<file path="src/rtl/tx_pattern_pkg.sv">
// Shared types for the TX pattern sequencer: mode and state encodings,
// default widths and an I/Q packing helper.
package tx_pattern_pkg;

    localparam int CNT_W_DEF = 16;
    localparam int HP_W_DEF  = 8;
    localparam int AMP_W     = 16;
    localparam int SAMPLE_W  = 32;

    typedef enum logic [1:0] {
        MODE_SQUARE = 2'd0,
        MODE_CONST  = 2'd1,
        MODE_ZERO   = 2'd2,
        MODE_RAMP   = 2'd3
    } mode_e;

    typedef enum logic [1:0] {
        ST_IDLE = 2'd0,
        ST_RUN  = 2'd1,
        ST_GAP  = 2'd2,
        ST_DONE = 2'd3
    } state_e;

    function automatic logic [SAMPLE_W-1:0] iq_pack(
        input logic [AMP_W-1:0] i_val,
        input logic [AMP_W-1:0] q_val
    );
        return {i_val, q_val};
    endfunction

endpackage

</file>
<file path="src/rtl/tx_pattern_gen.sv">
// Test-pattern source: square / constant / zero, plus ramp when
// PATTERN_RAMP_EN is defined (otherwise ramp mode yields zero).
module tx_pattern_gen
    import tx_pattern_pkg::*;
#(
    parameter int HP_W = HP_W_DEF
) (
    input  logic                clk,
    input  logic                rst,
    input  logic                strobe,
    input  logic                restart,
    input  mode_e               mode,
    input  logic [AMP_W-1:0]    amplitude,
    input  logic [HP_W-1:0]     half_period,
    output logic [SAMPLE_W-1:0] sample
);

    logic            phase_q, phase_d;
    logic [HP_W-1:0] hp_cnt_q, hp_cnt_d;
    logic [HP_W-1:0] hp_eff;

`ifdef PATTERN_RAMP_EN
    logic [AMP_W-1:0] ramp_q, ramp_d;
`endif

    assign hp_eff = (half_period == '0) ? HP_W'(1) : half_period;

    // restart wins over strobe so the next burst always starts in phase 1
    always_comb begin
        phase_d  = phase_q;
        hp_cnt_d = hp_cnt_q;
        if (restart) begin
            phase_d  = 1'b1;
            hp_cnt_d = '0;
        end else if (strobe) begin
            if (hp_cnt_q == hp_eff - HP_W'(1)) begin
                phase_d  = ~phase_q;
                hp_cnt_d = '0;
            end else begin
                hp_cnt_d = hp_cnt_q + HP_W'(1);
            end
        end
    end

`ifdef PATTERN_RAMP_EN
    always_comb begin
        ramp_d = ramp_q;
        if (restart) begin
            ramp_d = '0;
        end else if (strobe) begin
            ramp_d = ramp_q + AMP_W'(1);
        end
    end

    always_ff @(posedge clk) begin
        if (rst) begin
            ramp_q <= '0;
        end else begin
            ramp_q <= ramp_d;
        end
    end
`endif

    always_ff @(posedge clk) begin
        if (rst) begin
            phase_q  <= 1'b1;
            hp_cnt_q <= '0;
        end else begin
            phase_q  <= phase_d;
            hp_cnt_q <= hp_cnt_d;
        end
    end

    always_comb begin
        sample = '0;
        unique case (mode)
            MODE_SQUARE: sample = phase_q ? iq_pack(amplitude, amplitude) : '0;
            MODE_CONST:  sample = iq_pack(amplitude, amplitude);
            MODE_ZERO:   sample = '0;
`ifdef PATTERN_RAMP_EN
            MODE_RAMP:   sample = iq_pack(ramp_q, ramp_q);
`else
            MODE_RAMP:   sample = '0;
`endif
        endcase
    end

endmodule

</file>
<file path="src/rtl/tx_pattern_sequencer.sv">
// Burst sequencer muxing user TX samples with an internal test pattern.
// Ramp mode is available only when PATTERN_RAMP_EN is defined.
module tx_pattern_sequencer
    import tx_pattern_pkg::*;
#(
    parameter int CNT_W = CNT_W_DEF,
    parameter int HP_W  = HP_W_DEF
) (
    input  logic                radio_clk,
    input  logic                radio_rst,
    input  logic                strobe,
    input  logic                cfg_start,
    input  logic                cfg_abort,
    input  logic [1:0]          cfg_mode,
    input  logic [AMP_W-1:0]    cfg_amplitude,
    input  logic [HP_W-1:0]     cfg_half_period,
    input  logic [CNT_W-1:0]    cfg_num_samples,
    input  logic [CNT_W-1:0]    cfg_gap,
    input  logic [CNT_W-1:0]    cfg_repeats,
    input  logic [SAMPLE_W-1:0] tx_in,
    output logic [SAMPLE_W-1:0] tx_out,
    output logic                busy,
    output logic                done,
    output logic                pattern_active
);

    state_e              state_q, state_d;
    mode_e               mode_q, mode_d;
    logic [AMP_W-1:0]    amp_q, amp_d;
    logic [HP_W-1:0]     hp_q, hp_d;
    logic [CNT_W-1:0]    num_q, num_d;
    logic [CNT_W-1:0]    gap_q, gap_d;
    logic [CNT_W-1:0]    reps_q, reps_d;
    logic [CNT_W-1:0]    s_q, s_d;
    logic [CNT_W-1:0]    g_q, g_d;
    logic [SAMPLE_W-1:0] tx_out_q, tx_out_d;
    logic                pat_q, pat_d;
    logic                burst_restart;
    logic                gen_restart;
    logic                gen_step;
    logic [SAMPLE_W-1:0] pattern;

    always_ff @(posedge radio_clk) begin
        if (radio_rst) begin
            state_q  <= ST_IDLE;
            mode_q   <= MODE_SQUARE;
            amp_q    <= '0;
            hp_q     <= '0;
            num_q    <= '0;
            gap_q    <= '0;
            reps_q   <= '0;
            s_q      <= '0;
            g_q      <= '0;
            tx_out_q <= '0;
            pat_q    <= 1'b0;
        end else begin
            state_q  <= state_d;
            mode_q   <= mode_d;
            amp_q    <= amp_d;
            hp_q     <= hp_d;
            num_q    <= num_d;
            gap_q    <= gap_d;
            reps_q   <= reps_d;
            s_q      <= s_d;
            g_q      <= g_d;
            tx_out_q <= tx_out_d;
            pat_q    <= pat_d;
        end
    end

    always_comb begin
        state_d       = state_q;
        mode_d        = mode_q;
        amp_d         = amp_q;
        hp_d          = hp_q;
        num_d         = num_q;
        gap_d         = gap_q;
        reps_d        = reps_q;
        s_d           = s_q;
        g_d           = g_q;
        burst_restart = 1'b0;
        unique case (state_q)
            ST_IDLE: begin
                if (cfg_start) begin
                    mode_d  = mode_e'(cfg_mode);
                    amp_d   = cfg_amplitude;
                    hp_d    = cfg_half_period;
                    num_d   = cfg_num_samples;
                    gap_d   = cfg_gap;
                    reps_d  = cfg_repeats;
                    s_d     = '0;
                    g_d     = '0;
                    state_d = (cfg_num_samples == '0) ? ST_DONE : ST_RUN;
                end
            end
            ST_RUN: begin
                if (strobe) begin
                    if (s_q == num_q - CNT_W'(1)) begin
                        s_d = '0;
                        if (gap_q != '0) begin
                            g_d     = '0;
                            state_d = ST_GAP;
                        end else if (reps_q != '0) begin
                            reps_d        = reps_q - CNT_W'(1);
                            burst_restart = 1'b1;
                        end else begin
                            state_d = ST_DONE;
                        end
                    end else begin
                        s_d = s_q + CNT_W'(1);
                    end
                end
            end
            ST_GAP: begin
                if (strobe) begin
                    if (g_q == gap_q - CNT_W'(1)) begin
                        g_d = '0;
                        if (reps_q != '0) begin
                            reps_d  = reps_q - CNT_W'(1);
                            state_d = ST_RUN;
                        end else begin
                            state_d = ST_DONE;
                        end
                    end else begin
                        g_d = g_q + CNT_W'(1);
                    end
                end
            end
            ST_DONE: state_d = ST_IDLE;
        endcase
        // abort overrides every transition above, including a start in IDLE
        if (cfg_abort) begin
            state_d       = ST_IDLE;
            s_d           = '0;
            g_d           = '0;
            burst_restart = 1'b0;
            mode_d        = mode_q;
            amp_d         = amp_q;
            hp_d          = hp_q;
            num_d         = num_q;
            gap_d         = gap_q;
            reps_d        = reps_q;
        end
    end

    always_comb begin
        tx_out_d = tx_out_q;
        pat_d    = pat_q;
        if (strobe && !cfg_abort) begin
            unique case (state_q)
                ST_IDLE: begin
                    tx_out_d = tx_in;
                    pat_d    = 1'b0;
                end
                ST_RUN: begin
                    tx_out_d = pattern;
                    pat_d    = 1'b1;
                end
                ST_GAP: begin
                    tx_out_d = '0;
                    pat_d    = 1'b0;
                end
                ST_DONE: begin
                    tx_out_d = tx_out_q;
                    pat_d    = pat_q;
                end
            endcase
        end
    end

    // generator sits at its burst-start point whenever no burst is running
    assign gen_restart = (state_q != ST_RUN) || burst_restart;
    assign gen_step    = strobe && (state_q == ST_RUN);

    tx_pattern_gen #(
        .HP_W (HP_W)
    ) u_gen (
        .clk         (radio_clk),
        .rst         (radio_rst),
        .strobe      (gen_step),
        .restart     (gen_restart),
        .mode        (mode_q),
        .amplitude   (amp_q),
        .half_period (hp_q),
        .sample      (pattern)
    );

    assign tx_out         = tx_out_q;
    assign busy           = (state_q != ST_IDLE);
    assign done           = (state_q == ST_DONE);
    assign pattern_active = pat_q;

endmodule

</file>
<file path="config.mk">
export PLATFORM = sky130hd
export DESIGN_NAME = tx_pattern_sequencer
export DESIGN_NICKNAME = d
export VERILOG_FILES = /design/src/rtl/tx_pattern_pkg.sv /design/src/rtl/tx_pattern_gen.sv /design/src/rtl/tx_pattern_sequencer.sv
export SDC_FILE = /design/constraint.sdc
export NUM_CORES = 1
export LEC_CHECK = 0
export CAP_MARGIN = 20
export CORE_ASPECT_RATIO = 0.75
export CORE_MARGIN = 2
export CORE_UTILIZATION = 45
export DETAILED_ROUTE_END_ITERATION = 8
export HOLD_SLACK_MARGIN = 0.15
export PLACE_DENSITY = 0.73
export REMOVE_ABC_BUFFERS = 1
export SLEW_MARGIN = 20
export SYNTH_ARGS = -nofsm -noshare
export SYNTH_HDL_FRONTEND = slang
export SYNTH_SLANG_ARGS = --single-unit
</file>
<file path="constraint.sdc">
create_clock -name radio_clk -period 4.1 [get_ports radio_clk]
set_input_delay 0.615 -clock radio_clk [delete_from_list [all_inputs] [get_ports radio_clk]]
set_output_delay 0.615 -clock radio_clk [all_outputs]
set_load 0.02 [all_outputs]
</file>
==> results of run 1 <==
-- worst max-delay path, cell delays in order (launching register included) --
cell and delay, ns:
dfxtp_1 0.37, inv_1 0.08, ha_1 0.35, or4b_1 0.61, nor4_1 0.27, xnor2_1 0.17, nand4_1 0.16, nor4b_4 0.53
a31oi_2 0.15, buf_4 0.25, or4_1 0.54, a21oi_1 0.18
-- stage by stage --
step / total power, µW / std cells / util (%) / worst slack [ns] / hold WS [ns]
detailed placement: 2600 / 1337 / 55.6 / 0.416 / 0.447
CTS: 4140 / 1369 / 59.1 / 0.413 / 0.456
finish: 4130 / 1369 / 59.1 / 0.373 / 0.456
global placement: 2580 / 1337 / 55.6 / 0.606 / 0.443
floorplan: 2230 / 960 / - / 0.160 / 0.430
global route: 4320 / 1369 / 59.1 / 0.173 / 0.484
-- metal layers --
metal / share of wire, % / vias to the layer above / global-route usage [%] / wire length, µm
li1: - / 3857 / - / -
met1: 48 / 3579 / 34.0 / 10400
met2: 44 / 241 / 35.9 / 9510
met3: 6.7 / 25 / 5.19 / 1440
met4: 1.2 / 0 / 6.54 / 261
met5: 0 / - / 0 / 0
-- cell usage after synthesis (14+ instances only) --
cell | instances | area (µm²)
nand2_1 | 189 | 709
dfxtp_1 | 150 | 3000
a21oi_1 | 139 | 696
nor2_1 | 70 | 263
clkbuf_1 | 53 | 199
o21ai_0 | 51 | 255
xnor2_1 | 39 | 342
xor2_1 | 38 | 333
nor3_1 | 32 | 160
inv_1 | 25 | 93.8
nand3_1 | 22 | 110
nand4_1 | 17 | 106
nor4_1 | 17 | 106
o31ai_1 | 16 | 120
or4_1 | 15 | 113
a31oi_1 | 14 | 87.6
-- how the worst min path moves through the flow --
stage | cells past startpoint | to | start | slack [ns]
2_1_floorplan | 2 | mode_q[0] | mode_q[0] | 0.43
3_3_place_gp | 2 | amp_q[11] | amp_q[11] | 0.44
3_5_place_dp | 2 | amp_q[6] | amp_q[6] | 0.45
4_1_cts | 2 | amp_q[6] | amp_q[6] | 0.46
5_1_grt | 2 | amp_q[11] | amp_q[11] | 0.48
6_report | 2 | amp_q[6] | amp_q[6] | 0.46
-- placed cells by master, fill, tap and decap left out, types with 4 or more instances in the layout --
cell type        netlist  final
a211oi_1              10     10
a21oi_1              139    139
a31oi_1               14     13
and3_1                 9      9
buf_4                  0     17
clkbuf_16              0     17
clkdlybuf4s50_1        0    144
clkinvlp_4             0      5
dfxtp_1              150    150
ha_1                  11     11
inv_1                 25     25
nand2_1              189    189
nand2b_1               6      6
nand3_1               22     22
nand4_1               17     17
nor2_1                70     69
nor2b_1                8      8
nor3_1                32     32
nor4_1                17     16
o211ai_1               7      7
o21ai_0               51     51
o22ai_1                5      5
o311ai_0               6      6
o31ai_1               16     16
or2_2                  4      4
or3_1                  9      9
or4_1                 15     15
xnor2_1               39     39
xor2_1                38     38
-- cell families after synthesis --
logic type | after synthesis | share of synthesized area (%)
flops | 150 | 38.6
xor+xnor | 77 | 8.66
compound gates | 273 | 20.4
mux | 3 | 0.386
fa+ha+maj | 11 | 1.77
buf+inv | 90 | 4.57
simple gates | 420 | 25.6
-- power groups by stage --
stage,clock [µW],combinational [µW],sequential (µW)
2_1_floorplan,0,573,1650
5_1_grt,1630,1070,1630
3_3_place_gp,0,942,1640
3_5_place_dp,0,952,1640
4_1_cts,1570,961,1610
6_report,1550,967,1620
-- final cells by class --
type	instances	area [µm²]
Clock inverter	14	143
Inverter	26	97.6
Sequential cell	150	3000
Multi-Input combinational cell	784	4450
Tap cell	215	269
Clock buffer	18	439
Timing Repair Buffer	162	1570
Fill cell	1575	6910
-- state kept, by name, indices dropped and copies added (netlist names) --
name / cells
num_q: 16
g_q: 16
pattern_active: 1
tx_out: 32
mode_q: 2
amp_q: 16
reps_q: 16
gap_q: 16
s_q: 16
u_gen.hp_cnt_q: 8
u_gen.phase_q: 1
state_q: 2
hp_q: 8
==> impl_results.md, run 1 <==
- Outcome: complete, no violations
- Mapped Cells: 1024
- Net switching power: 1310 µW
- Grt total ovfl: 0
- Fin crit share: 90.9%
- Seq/Total Area, Yosys: 38.6%
- First-iteration detailed-routing DRC count: 661
- Layout cells sized above 1: 5.46%
- Pwr per Cell Area: 414 mW/mm²
- Routability cong.: 0.900
- Hold Vio Cnt, Final: 0
- Max VDD drop: 0.000244 V
- Mean Syn Cell Area: 7.60 µm²
- Fmax: 268 MHz
- Clk_skew: 0.00791 ns
- Die footprint: 0.0184 mm²
- Setup TNS: 0 ns
- End of the critical path: g_q[13]
- Sequential power share: 39.1%
- Register bit total from synthesis: 150
- Mapped cell area: 0.00778 mm²
- FF-to-FF Start: num_q[0]
- DR vias: 7702
- Chip Width: 156 µm
- Clk_lat worst skew: 0.43 ns
- CP max FO: 31
- Worst reg-to-reg path cell count: 11
- Crit path capture type: flip-flop
- Detailed Routing Iterations Pass 1: 5
- Critical path class: reg -> reg
- Hold Path Class: reg -> reg
- Ys flop type: dfxtp_1
- Final Setup Violations: 0
- Hold Buf Count CTS: 0
- Total Routing Usage GR: 23.7%
- Clock-pin slew on the worst setup and hold paths: 0.07 ns
- Post-CTS setup buffers: 0
- Starting density of the core: 46.1%
- Clk root buf: clkbuf_16
- Post-synth ARST share: 0%
- CTS max path bufs: 2
- DP Area: 0.00939 mm²
- Rows: 41
- Finished Cell Area: 0.00997 mm²
- Post-synth cell types: 59
- Internal Power: 2820 µW
- Critical path origin: num_q[0]
- Number of synthesized flops with an enable pin: 0
- Final WL: 21700 µm
- Capture point of the worst reg-to-reg path: g_q[13]
- Slew HR: 44.0%
- # H-tree levels: 4
- Number of global-route vias before repair: 7245
- Yosys warnings: 0
- Wire length per cell: 15.8 µm
- Largest net degree at the start of global routing: 69
- Antenna violations before repair: 0
- Sink Count: 150
- Worst Max-Slew Pin Slew: 0.840 ns
- P&R area growth vs syn: 28.1%
- Switching Fraction: 31.8%
- IO buf count: 145
- Core area: 0.0169 mm²
- DP HPWL: 15300 µm
- Critical path launch point type: flip-flop
- Nets@finish: 1263
- WP data arrival: 4.08 ns
- WP data required: 4.45 ns
- Vias per inst: 5.63
- CTS tree: yes
- Antenna cells: 0
- Leak Pwr: 0.00362 µW
- DRC viols: 0
- Clock power share: 37.5%
- First-pass GRT wire length: 35800 µm
- CTS buffer count: 17
- RSZ-0062 raised after global routing: false
- Max cap viols: 0
- Combinational fraction of design power: 23.4%
- Remaining antenna violation count: 0
- I/O pins: 146
- Internal reg-to-reg setup slack: 0.37 ns
- Final Max Tran Viols: 0
- Die Y: 118 µm
- Min cycle time layout: 3.73 ns
- Cells resized by post-CTS repair: 0
No activity file was read; power rests on OpenSTA's default activity.
==> run 2: changes to the inputs <==
--- a/config.mk
+++ b/config.mk
@@ -9,6 +9,7 @@
 export CORE_ASPECT_RATIO = 0.75
 export CORE_MARGIN = 2
 export CORE_UTILIZATION = 45
+export CTS_CLUSTER_SIZE = 12
 export DETAILED_ROUTE_END_ITERATION = 8
 export HOLD_SLACK_MARGIN = 0.15
 export PLACE_DENSITY = 0.73
==> results of run 2 <==
The final DEF is identical to that of run 1; final timing and power are the same.
==> run 3: changes to the inputs <==
--- a/config.mk
+++ b/config.mk
@@ -14,7 +14,7 @@
 export HOLD_SLACK_MARGIN = 0.15
 export PLACE_DENSITY = 0.73
 export REMOVE_ABC_BUFFERS = 1
-export SLEW_MARGIN = 20
+export SLEW_MARGIN = 0
 export SYNTH_ARGS = -nofsm -noshare
 export SYNTH_HDL_FRONTEND = slang
 export SYNTH_SLANG_ARGS = --single-unit
==> results of run 3 <==
The final DEF is identical to that of run 1; final timing and power are the same.
